[src/rtl/mul_pkg.sv]
// rtl/mul_pkg.sv - shared widths, op encodings and FSM states for the multiply controller
package mul_pkg;

    localparam int XLEN   = 64;
    localparam int PROD_W = 2 * XLEN;
    localparam int EXT_W  = XLEN + 2;

    localparam logic [1:0] MUL_OP_MUL    = 2'b00;
    localparam logic [1:0] MUL_OP_MULH   = 2'b01;
    localparam logic [1:0] MUL_OP_MULHSU = 2'b10;
    localparam logic [1:0] MUL_OP_MULHU  = 2'b11;

    typedef enum logic [1:0] {
        IDLE = 2'd0,
        BUSY = 2'd1,
        DONE = 2'd2
    } mul_state_t;

endpackage

[src/rtl/mul_result_sel.sv]
// rtl/mul_result_sel.sv - picks and formats the architectural result from the full product
module mul_result_sel #(
    parameter int XLEN = 64
) (
    input  logic [2*XLEN-1:0] i_product,
    input  logic [1:0]        i_op,
    input  logic              i_word,
    output logic [XLEN-1:0]   o_result
);
    import mul_pkg::*;

    // Word ops sign-extend the low half-word; high ops take the upper product half
    always_comb begin
        o_result = i_product[XLEN-1:0];
        if (i_word) begin
            o_result = {{(XLEN/2){i_product[XLEN/2-1]}}, i_product[XLEN/2-1:0]};
        end else if (i_op != MUL_OP_MUL) begin
            o_result = i_product[2*XLEN-1:XLEN];
        end
    end

endmodule

[src/rtl/mul_ctrl.sv]
// rtl/mul_ctrl.sv - sequencing controller for the Booth/Wallace multiplier datapath
module mul_ctrl #(
    parameter int XLEN        = 64,
    parameter int DP_LATENCY  = 2,
    parameter int ZERO_BYPASS = 1
) (
    input  logic              clk,
    input  logic              rst_n,
    input  logic              flush,
    input  logic              in_valid,
    output logic              in_ready,
    input  logic [1:0]        in_op,
    input  logic              in_word,
    input  logic [XLEN-1:0]   in_a,
    input  logic [XLEN-1:0]   in_b,
    output logic [XLEN+1:0]   dp_a,
    output logic [XLEN+1:0]   dp_b,
    input  logic [2*XLEN-1:0] dp_product,
    output logic              out_valid,
    input  logic              out_ready,
    output logic [XLEN-1:0]   out_result
);
    import mul_pkg::*;

    localparam int CNT_W = (DP_LATENCY < 1) ? 1 : $clog2(DP_LATENCY + 1);

    mul_state_t       r_state;
    mul_state_t       w_next;
    logic [CNT_W-1:0] r_cnt;
    logic [1:0]       r_op;
    logic             r_word;
    logic [XLEN+1:0]  r_dp_a;
    logic [XLEN+1:0]  r_dp_b;
    logic [XLEN-1:0]  r_result;

    logic             w_accept;
    logic             w_bypass;
    logic             w_cnt_done;
    logic [1:0]       w_op;
    logic             w_sign_a;
    logic             w_sign_b;
    logic [XLEN-1:0]  w_sel;

    // A held result may be replaced in the same cycle it is consumed
    assign in_ready   = !flush && ((r_state == IDLE) || ((r_state == DONE) && out_ready));
    assign w_accept   = in_valid && in_ready;
    assign w_bypass   = (ZERO_BYPASS != 0) && ((in_a == '0) || (in_b == '0));
    assign w_cnt_done = (r_cnt == CNT_W'(DP_LATENCY));
    assign w_op       = in_word ? MUL_OP_MUL : in_op;
    assign w_sign_a   = (w_op != MUL_OP_MULHU);
    assign w_sign_b   = (w_op == MUL_OP_MUL) || (w_op == MUL_OP_MULH);

    assign out_valid  = (r_state == DONE);
    assign out_result = r_result;
    assign dp_a       = r_dp_a;
    assign dp_b       = r_dp_b;

    mul_result_sel #(.XLEN(XLEN)) u_sel (
        .i_product (dp_product),
        .i_op      (r_op),
        .i_word    (r_word),
        .o_result  (w_sel)
    );

    // Next-state: accept, wait out the datapath latency, hold until consumed; flush wins
    always_comb begin
        w_next = r_state;
        case (r_state)
            IDLE: begin
                if (w_accept) w_next = w_bypass ? DONE : BUSY;
            end
            BUSY: begin
                if (w_cnt_done) w_next = DONE;
            end
            DONE: begin
                if (out_ready) begin
                    if (w_accept) w_next = w_bypass ? DONE : BUSY;
                    else          w_next = IDLE;
                end
            end
            default: w_next = IDLE;
        endcase
        if (flush) w_next = IDLE;
    end

    // State register and latency counter; counter only runs while staying in BUSY
    always_ff @(posedge clk or negedge rst_n) begin
        if (!rst_n) begin
            r_state <= IDLE;
            r_cnt   <= '0;
        end else begin
            r_state <= w_next;
            r_cnt   <= ((r_state == BUSY) && (w_next == BUSY)) ? r_cnt + CNT_W'(1) : '0;
        end
    end

    // Operand latch on accept and result capture when the product is ready
    always_ff @(posedge clk or negedge rst_n) begin
        if (!rst_n) begin
            r_op     <= MUL_OP_MUL;
            r_word   <= 1'b0;
            r_dp_a   <= '0;
            r_dp_b   <= '0;
            r_result <= '0;
        end else if (w_accept) begin
            r_op   <= w_op;
            r_word <= in_word;
            if (w_bypass) begin
                r_result <= '0;
            end else begin
                r_dp_a <= {{2{w_sign_a & in_a[XLEN-1]}}, in_a};
                r_dp_b <= {{2{w_sign_b & in_b[XLEN-1]}}, in_b};
            end
        end else if ((r_state == BUSY) && w_cnt_done && !flush) begin
            r_result <= w_sel;
        end
    end

endmodule

[config.mk]
export PLATFORM = sky130hd
export DESIGN_NAME = mul_ctrl
export DESIGN_NICKNAME = d
export VERILOG_FILES = /design/src/rtl/mul_pkg.sv /design/src/rtl/mul_result_sel.sv /design/src/rtl/mul_ctrl.sv
export SDC_FILE = /design/constraint.sdc
export NUM_CORES = 1
export LEC_CHECK = 0
export CAP_MARGIN = 20
export CELL_PAD_IN_SITES_DETAIL_PLACEMENT = 0
export CELL_PAD_IN_SITES_GLOBAL_PLACEMENT = 1
export CORE_AREA = 2 2 178 180
export DETAILED_ROUTE_END_ITERATION = 6
export DIE_AREA = 0 0 180 182
export PLACE_DENSITY = 0.88
export SYNTH_ARGS = -nofsm -noshare
export SYNTH_HDL_FRONTEND = slang
export SYNTH_SLANG_ARGS = --single-unit
[constraint.sdc]
create_clock -name clk -period 3 [get_ports clk]
set_input_delay 0.6 -clock clk [delete_from_list [all_inputs] [get_ports clk]]
set_output_delay 0.6 -clock clk [all_outputs]
set_load 0.02 [all_outputs]
==> flow_metrics.tcl, run 1 <==
set metrics [dict create \
    yosysWarnings 0 \
    clk-insertion-delay-late_ps 510 \
    firstDrtPassIters 4 \
    die_y_um 182 \
    viasPerCell 4.70 \
    ioPinCount 462 \
    yosys.area.top_type_share 0.580 \
    grt_overflow 0 \
    ys.flop_type "dfrtp_1" \
    ant_nets 0 \
    whs_ps 36.5 \
    fin_area_um2 14500 \
    place_congestion 0.893 \
    grt_max_degree 97 \
    synthArstFlopShare 1.00 \
    drt-total-wl_um 29400 \
    die_area_um2 32800 \
    nets 1407 \
    hold_viol_final 0 \
    min_path_type "in -> async" \
    cts-root-buf "clkbuf_16" \
    rows 65 \
    setup_violations 0 \
    synthTopCellsByCount "201 x dfrtp_1, 70 x mux2_1, 69 x nand2_1" \
    first_global_vias 7642 \
    status "finished, final reports clean" \
    crit_required_ps 2400 \
    grt_pass1_wl_um 44700 \
    syn_avg_cell_area_um2 12.7 \
    intPower_mw 6.03 \
    cp.arrival_ps 2080 \
    synth_area_leaders "dfrtp_1 58%, mux2_1 9.1%, mux2_2 7.7%" \
    path_clk_slew_ps 60 \
    tightest_slew_ps 930 \
    finalWorstSetupSlack_ps 317 \
    power_density_nw_per_um2 583 \
    crit_fanout 4 \
    yosys.area.top_type "dfrtp_1" \
    grt_setup_unrepaired "no" \
    drv_cap 0 \
    core_area_um2 31000 \
    finalMaxSlewViolations 0 \
    seq_area_frac_synth 0.580 \
    track_usage 0.172 \
    clockBufferDepth 3 \
    yosysMostFrequentCell "dfrtp_1" \
    drc 0 \
    area_growth_syn_to_layout_pct 67.7 \
    yosys.cell_types.count 31 \
    postCtsSetupBuffers 0 \
    netlist_instances 684 \
    die_x_um 180 \
    start_util 0.280 \
    cts_tree "built" \
    period_needed_ps 2680 \
    power_mw 8.47 \
    cts_hold_buf 0 \
    worstSetupPathType "in -> out" \
    fin_tns_setup_ps 0 \
    placed_area_um2 13800 \
    synth_nets 949 \
    p_comb_frac 0.281 \
    end_kind "output port" \
    drt-initial-drc-count 281 \
    clock_power_share 0.334 \
    drive_gt1_frac 0.110 \
    dp_cells 1518 \
    p_sw_frac 0.288 \
    cts_resized 0 \
    ys_ff_latch 201 \
    syn_area_um2 8670 \
    seqPwrFrac 0.385 \
    numClockSinks 201 \
    cts_buffers 24 \
    final_util 0.469 \
    cp-start-kind "primary input" \
    port_buffers 461 \
    vias 7343 \
    antenna_found_initial 1 \
    fin_crit_sh 0.894 \
    cellLeakagePower_nw 6.01 \
    place_ws_ps -115 \
    final_cells 1561 \
    wire_per_inst_um 18.8 \
    p_sw_mw 2.44 \
    vdd_drop_max_uv 407 \
    fin_skew_ps 9.72 \
    relSlewSlack 0.380 \
    ctsHtreeMaxLevel 1 \
    synth_enable_flop_cells 0 \
    clock.fmax_mhz 373 \
    post-dp-hpwl_um 22300 \
]
[layout make-up]
type	count	area, um2
Antenna cell	1	2.50
Clock buffer	34	699
Clock inverter	8	67.6
Fill cell	2837	16400
Inverter	7	26.3
Multi-Input combinational cell	425	3350
Sequential cell	201	5030
Tap cell	402	503
Timing Repair Buffer	483	4860
[flip-flops by register name, summed over array words and instances (netlist names)]
name,flops
r_word,1
r_cnt,2
r_op,2
dp_a,65
dp_b,65
r_state,2
out_result,64
[per-layer routing]
layer | track usage | part of all wire | wire length (um) | vias up
met5 | 0 | 0 | 0 | -
met4 | 0.0485 | 0.027 | 790 | 0
met3 | 0.0479 | 0.071 | 2090 | 45
met2 | 0.305 | 0.50 | 14800 | 283
met1 | 0.202 | 0.40 | 11700 | 3589
li1 | - | - | - | 3426
[path summary, 6_finish.rpt]
| check | end | depth (start not counted) | slack, ps | start |
|---|---|---|---|---|
| worst max-delay path | in_ready | 3 | 320 | flush |
| worst min-delay path | dp_b[58] | 1 | 40 | rst_n |
| worst max register to register | dp_a[20] | 6 | 690 | r_state[1] |
| worst min register to register | dp_b[19] | 1 | 480 | dp_b[19] |
| max in group asynchronous | dp_a[6] | 2 | 2100 | rst_n |
| min in group clk | dp_b[19] | 1 | 480 | dp_b[19] |
[critical path: stages]
cell	delay [ps]
clkdlybuf4s50_1	480
nor3_2	300
clkdlybuf4s50_1	710
[power by group through the flow]
stage	logic, mW	clock network (mW)	registers, mW
2_1_floorplan	0.616	0	3.72
3_3_place_gp	2.37	0	3.29
3_5_place_dp	2.40	0	3.31
4_1_cts	2.41	2.92	3.26
5_1_grt	2.52	3.04	3.30
6_report	2.38	2.83	3.26
[placed cells by master, fill, tap and decap left out, drive strengths merged]
master and instances:
nor2b 35, diode 1, nand3 1, a21oi 1, o22ai 64, clkbuf 35, or2 1, o31ai 1
nand4 8, ha 1, clkdlybuf4s50 460, clkinvlp 1, nor4 34, inv 7, dfrtp 201, buf 22
o21ba 1, nor3b 2, bufinv 1, o211a 2, nand2b 2, mux2i 34, o21a 1, mux2 129
o21ai 3, clkinv 6, nor2 1, nor3 2, a211oi 32, o311a 1, nand2 69
[cell families (layout without fill, tap and decap cells)]
group | count (synthesis) | after routing | synth area share
AOI/OAI and AO/OA | 106 | 106 | 0.0826
muxes | 163 | 163 | 0.207
DFF | 201 | 201 | 0.580
other | 0 | 1 | 0
and+or+nand+nor | 155 | 155 | 0.0941
buffers and inverters | 58 | 532 | 0.0349
adders and majority gates | 1 | 1 | 0.00144
(Power assumes the default switching activity.)
==> run 2, diff against run 1 <==
SLEW_MARGIN = 20   (was not set)
==> results of run 2 <==
The final DEF is identical to that of run 1; final timing and power are the same.
